===== src/rtl/core_mem_arbiter.sv =====
// core_mem_arbiter
//   Shares the core's single memory port between instruction fetch (IFU) and
//   the load/store unit (LSU). At most one transaction is outstanding. The LSU
//   has fixed priority. The IFU is forced to win after STARVE_MAX consecutive
//   LSU grants that it spent waiting. A response is routed back to the
//   requester that owns the transaction. Fetch responses that are in flight
//   during a pipeline flush are dropped.
//
// Ports
//   clk, rst_n       core clock, asynchronous active-low reset
//   flush            pipeline flush; kills an in-flight fetch response
//   ifu_req_*        fetch request (valid/ready/addr)
//   ifu_rsp_*        fetch response (one-cycle valid pulse, data)
//   lsu_req_*        LSU request (valid/ready/addr/wen/wdata/wmask)
//   lsu_rsp_*        LSU completion (one-cycle valid pulse, load data)
//   mem_req_*        memory request (valid/ready/addr/wen/wdata/wmask)
//   mem_rsp_*        memory response (valid, read data)
//
// state | meaning
// IDLE  | no transaction; arbitrate and accept one request
// REQ   | request presented to memory, waiting for mem_req_ready
// WAIT  | request accepted by memory, waiting for mem_rsp_valid
module core_mem_arbiter #(
  parameter int ADDR_W     = 32,
  parameter int DATA_W     = 64,
  parameter int STARVE_MAX = 4
) (
  input  logic              clk,
  input  logic              rst_n,
  input  logic              flush,
  input  logic              ifu_req_valid,
  output logic              ifu_req_ready,
  input  logic [ADDR_W-1:0] ifu_req_addr,
  output logic              ifu_rsp_valid,
  output logic [DATA_W-1:0] ifu_rsp_data,
  input  logic              lsu_req_valid,
  output logic              lsu_req_ready,
  input  logic [ADDR_W-1:0] lsu_req_addr,
  input  logic              lsu_req_wen,
  input  logic [DATA_W-1:0] lsu_req_wdata,
  input  logic [7:0]        lsu_req_wmask,
  output logic              lsu_rsp_valid,
  output logic [DATA_W-1:0] lsu_rsp_data,
  output logic              mem_req_valid,
  input  logic              mem_req_ready,
  output logic [ADDR_W-1:0] mem_req_addr,
  output logic              mem_req_wen,
  output logic [DATA_W-1:0] mem_req_wdata,
  output logic [7:0]        mem_req_wmask,
  input  logic              mem_rsp_valid,
  input  logic [DATA_W-1:0] mem_rsp_data
);

  typedef enum logic [1:0] {
    IDLE = 2'd0,
    REQ  = 2'd1,
    WAIT = 2'd2
  } state_t;

  localparam logic [3:0] STARVE_LIM = 4'(STARVE_MAX);

  state_t     state, state_nxt;
  logic       owner_lsu;   // 0 = IFU owns the transaction, 1 = LSU
  logic       drop;
  logic [3:0] starve_cnt;
  logic       ifu_win;
  logic       ifu_acc;
  logic       lsu_acc;
  logic       rsp_done;

  // The IFU only beats a valid LSU request once the starve count has saturated.
  assign ifu_win  = ifu_req_valid && (!lsu_req_valid || (starve_cnt == STARVE_LIM));
  assign ifu_acc  = ifu_req_ready;
  assign lsu_acc  = lsu_req_ready;
  assign rsp_done = (state == WAIT) && mem_rsp_valid;

  always_ff @(posedge clk or negedge rst_n) begin
    if (!rst_n) state <= IDLE;
    else        state <= state_nxt;
  end

  always_comb begin
    state_nxt     = state;
    ifu_req_ready = 1'b0;
    lsu_req_ready = 1'b0;
    mem_req_valid = 1'b0;
    case (state)
      IDLE: begin
        if (ifu_win) begin
          ifu_req_ready = 1'b1;
          state_nxt     = REQ;
        end else if (lsu_req_valid) begin
          lsu_req_ready = 1'b1;
          state_nxt     = REQ;
        end
      end
      REQ: begin
        mem_req_valid = 1'b1;
        if (mem_req_ready) state_nxt = WAIT;
      end
      WAIT: begin
        if (mem_rsp_valid) state_nxt = IDLE;
      end
      default: state_nxt = IDLE;
    endcase
  end

  // Request registers: loaded only on acceptance, so they stay stable in REQ.
  always_ff @(posedge clk or negedge rst_n) begin
    if (!rst_n) begin
      mem_req_addr  <= '0;
      mem_req_wen   <= 1'b0;
      mem_req_wdata <= '0;
      mem_req_wmask <= '0;
      owner_lsu     <= 1'b0;
    end else if (ifu_acc) begin
      mem_req_addr  <= ifu_req_addr;
      mem_req_wen   <= 1'b0;
      mem_req_wdata <= '0;
      mem_req_wmask <= '0;
      owner_lsu     <= 1'b0;
    end else if (lsu_acc) begin
      mem_req_addr  <= lsu_req_addr;
      mem_req_wen   <= lsu_req_wen;
      mem_req_wdata <= lsu_req_wdata;
      mem_req_wmask <= lsu_req_wmask;
      owner_lsu     <= 1'b1;
    end
  end

  always_ff @(posedge clk or negedge rst_n) begin
    if (!rst_n) begin
      starve_cnt <= '0;
    end else if (ifu_acc) begin
      starve_cnt <= '0;
    end else if (lsu_acc && ifu_req_valid && (starve_cnt != STARVE_LIM)) begin
      starve_cnt <= starve_cnt + 4'd1;
    end
  end

  always_ff @(posedge clk or negedge rst_n) begin
    if (!rst_n) begin
      drop <= 1'b0;
    end else if (rsp_done) begin
      drop <= 1'b0;
    end else if (flush && ((!owner_lsu && (state != IDLE)) || ifu_acc)) begin
      drop <= 1'b1;
    end
  end

  // A flush in the very cycle the fetch data returns also kills that response.
  always_ff @(posedge clk or negedge rst_n) begin
    if (!rst_n) begin
      ifu_rsp_valid <= 1'b0;
      lsu_rsp_valid <= 1'b0;
      ifu_rsp_data  <= '0;
      lsu_rsp_data  <= '0;
    end else begin
      ifu_rsp_valid <= rsp_done && !owner_lsu && !drop && !flush;
      lsu_rsp_valid <= rsp_done && owner_lsu;
      if (rsp_done && !owner_lsu && !drop && !flush) ifu_rsp_data <= mem_rsp_data;
      if (rsp_done && owner_lsu)                     lsu_rsp_data <= mem_rsp_data;
    end
  end

endmodule


===== config.mk =====
export PLATFORM = sky130hd
export DESIGN_NAME = core_mem_arbiter
export DESIGN_NICKNAME = d
export VERILOG_FILES = /design/src/rtl/core_mem_arbiter.sv
export SDC_FILE = /design/constraint.sdc
export NUM_CORES = 1
export LEC_CHECK = 0
export BUFFER_PORTS_ARGS = -buffer_cell sky130_fd_sc_hd__buf_2
export CORE_AREA = 5 5 171 173
export DETAILED_ROUTE_END_ITERATION = 10
export DIE_AREA = 0 0 176 178
export PLACE_DENSITY = 0.6
export SLEW_MARGIN = 20
export SYNTH_ARGS = -nofsm -noshare
export SYNTH_HDL_FRONTEND = slang
export SYNTH_SLANG_ARGS = --single-unit

===== constraint.sdc =====
create_clock -name clk -period 3 [get_ports clk]
set_clock_uncertainty 0.2 [all_clocks]
set_input_delay 0.6 -clock clk [delete_from_list [all_inputs] [get_ports clk]]
set_output_delay 0.6 -clock clk [all_outputs]
set_load 0.03 [all_outputs]

==> flow_metrics.py <==
metrics = {
    "outcome": {
        "status": "finished clean",
    },
    "placed_design": {
        "place_congestion": 0.789,
        "hpwl_mm": 20.7,
        "port_buffers": 445,
    },
    "floorplanning": {
        "die_area_um2": 31300,
        "pin_count": 446,
        "die_h_um": 178,
        "rows": 61,
        "core_um2": 27500,
        "initial_core_util_pct": 34.6,
        "die_width_um": 176,
    },
    "critical_path": {
        "critPathMaxStageDelay_ns": 0.56,
        "cp-end-kind": "output port",
        "critPathBufInv": 1,
        "critPathSlowestCell": "or3b_2",
        "crit_chain": "or3b_2 > a21oi_4 > buf_2",
        "crit_required_ns": 2.20,
        "worst-path-max-fanout": 9,
        "critical_path_class": "register to output port",
        "crit_arrival_ns": 1.97,
        "crit_family": "simple AND/OR/NAND/NOR gates",
        "start_kind": "register",
    },
    "drt": {
        "drtAntennaViolNets": 0,
        "vias": 7019,
        "drc": 0,
        "drtPass1Iterations": 7,
        "vias_per_cell": 4.78,
        "initialDrtViolationCount": 511,
        "finalWirelength_mm": 28.0,
        "wl_per_cell_um": 19.1,
    },
    "timing": {
        "tns_ns": 0,
        "whs_ns": 0.0758,
        "period_share_pct": 92.3,
        "grt_setup_unrepaired": "no",
        "slew_viol_final": 0,
        "max_slew_margin_pct": 49.3,
        "clock.fmax_mhz": 361,
        "fin_crit_ns": 2.77,
        "setup_violations": 0,
        "worst_pin_slew_ns": 0.757,
        "hold_viol": 0,
    },
    "clocking": {
        "htreeDepth": 1,
        "cts_tree": "yes",
        "clkSinkCount": 243,
        "cts_made_buffers": 27,
        "clockRootBuffer": "clkbuf_16",
        "clockBufferDepth": 3,
        "clk_latency_ns": 0.52,
        "path_clk_slew_ns": 0.06,
    },
    "synth": {
        "yosys-top-cells-area": "dfrtp_1, mux2_2, mux2_4, a22o_1, inv_1",
        "synth-compound-area-share_pct": 11.0,
        "synth_edf_count": 0,
        "synth_most_common_cell": "dfrtp_1",
        "yosysSeqAreaShare_pct": 64.0,
        "post_synth_fa_ha_maj_area_fraction_pct": 0.263,
        "synthXorXnorAreaFrac_pct": 0,
        "synth.distinct_cells": 32,
        "synth_top_area_cell": "dfrtp_1",
        "synth_top_family_by_area": "multiplexers",
        "ys.flop_type": "dfrtp_1",
        "async_reset_ff_share_pct": 100,
        "avgSynthCellArea_um2": 14.6,
        "yosys-top-cells-count": "dfrtp_1, inv_1, mux2_2",
        "yosys_warnings": 0,
        "synth_seq_cells": 243,
        "synthCells": 653,
        "synth_top_area_share_pct": 64.0,
        "synthMuxAreaShare_pct": 17.1,
        "syn_area_um2": 9510,
        "syn_nets": 863,
        "synth_simple_gate_area_share_pct": 1.36,
    },
    "flow_run": {
        "cap_violations": 0,
    },
    "global_routing": {
        "antenna_found_initial": 0,
        "grt_usage_pct": 16.9,
        "grt_max_degree": 101,
        "grt_pass1_vias": 7324,
        "grt_overflow": 0,
        "grt_first_pass_wirelength_mm": 42.2,
    },
    "pwr": {
        "p_per_area_nw_per_um2": 1220,
        "peakVddDrop_v": 0.000619,
        "p_leak_nw": 7.44,
        "p_total_w": 0.0161,
    },
    "final_layout": {
        "final_util_pct": 47.8,
        "drive_gt1_share_pct": 56.7,
        "syn_to_final_growth_pct": 38.1,
        "layout.nets": 1313,
    },
    "worst_hold_path": {
        "hold_path.class": "primary input to register",
    },
}
[layer usage]
metal,global-route usage (%),vias to the layer above,part of all wire [%]
li1,-,3199,-
met1,20.5,3451,39
met2,29.8,338,50
met3,5.34,31,9.6
met4,3.57,0,1.5
met5,0,-,0
[report_power, final]
part	leakage (nW)	switching, W	internal (W)	total (W)
clock	0.440	0.00126	0.00200	0.00326
combinational	3.93	0.00477	0.00251	0.00728
sequential	3.06	0.000789	0.00473	0.00552
total	7.44	0.00682	0.00924	0.0161
[layout by cell type, fill, tap and decap left out, drive strengths merged, types with 2 or more instances in the layout]
master,instances
clkbuf,41
nand3b,2
o21ai,4
clkinv,3
nand2b,2
nand4b,3
a22o,73
nand3,3
a21oi,2
a222oi,32
nand2,3
bufinv,2
inv,104
mux2,128
ha,2
dfrtp,243
buf,461
[cell families (layout without fill, tap and decap cells)]
kind of cell,Yosys count,in the layout
buffers and inverters,143,612
flip-flops,243,243
multiplexers,128,128
adder cells (fa/ha/maj),2,2
AO/OA/AOI/OAI,117,117
other,0,1
AND/OR/NAND/NOR,20,20
[timing repair]
action                                 4_1_cts  5_1_grt
endpoints found under the hold margin       78        0
buffers inserted                             0        0
hold buffers                                 1        0
gates resized for setup                      0        0
[area by class of cell]
type	instances	area, µm²
Clock buffer	41	798
Clock inverter	7	92.6
Antenna cell	1	2.50
Sequential cell	243	6080
Tap cell	346	433
Fill cell	2505	14300
Multi-Input combinational cell	267	2850
Timing Repair Buffer	462	2490
Inverter	102	383
[per-stage QoR]
stage,worst slack (ns),instance area [µm²],instances
after floorplan,0.607,9510,653
after global placement,0.478,12200,1419
after detailed placement,0.460,12200,1419
after CTS,0.157,13100,1468
after global routing,0.144,13100,1468
final,0.230,13100,1469
[flip-flops by register name, summed over array words and instances, names as in the netlist]
signal,cells
state,2
mem_req_wen,1
ifu_rsp_data,64
starve_cnt,4
owner_lsu,1
lsu_rsp_data,64
drop,1
lsu_rsp_valid,1
mem_req_addr,32
ifu_rsp_valid,1
mem_req_wdata,64
mem_req_wmask,8
[worst paths after layout]
check	startpoint	to	slack (ns)	cells past startpoint
setup / recovery	state[0]	ifu_req_ready	0.23	3
hold / removal	mem_req_ready	state[0]	0.08	2
setup reg to reg	state[0]	lsu_rsp_data[37]	0.79	3
hold reg to reg	mem_req_wdata[32]	mem_req_wdata[32]	0.29	1
max in group asynchronous	rst_n	ifu_rsp_data[59]	1.30	3
min in group asynchronous	rst_n	lsu_rsp_data[21]	0.50	2
Power figures use the tool's default switching activity.
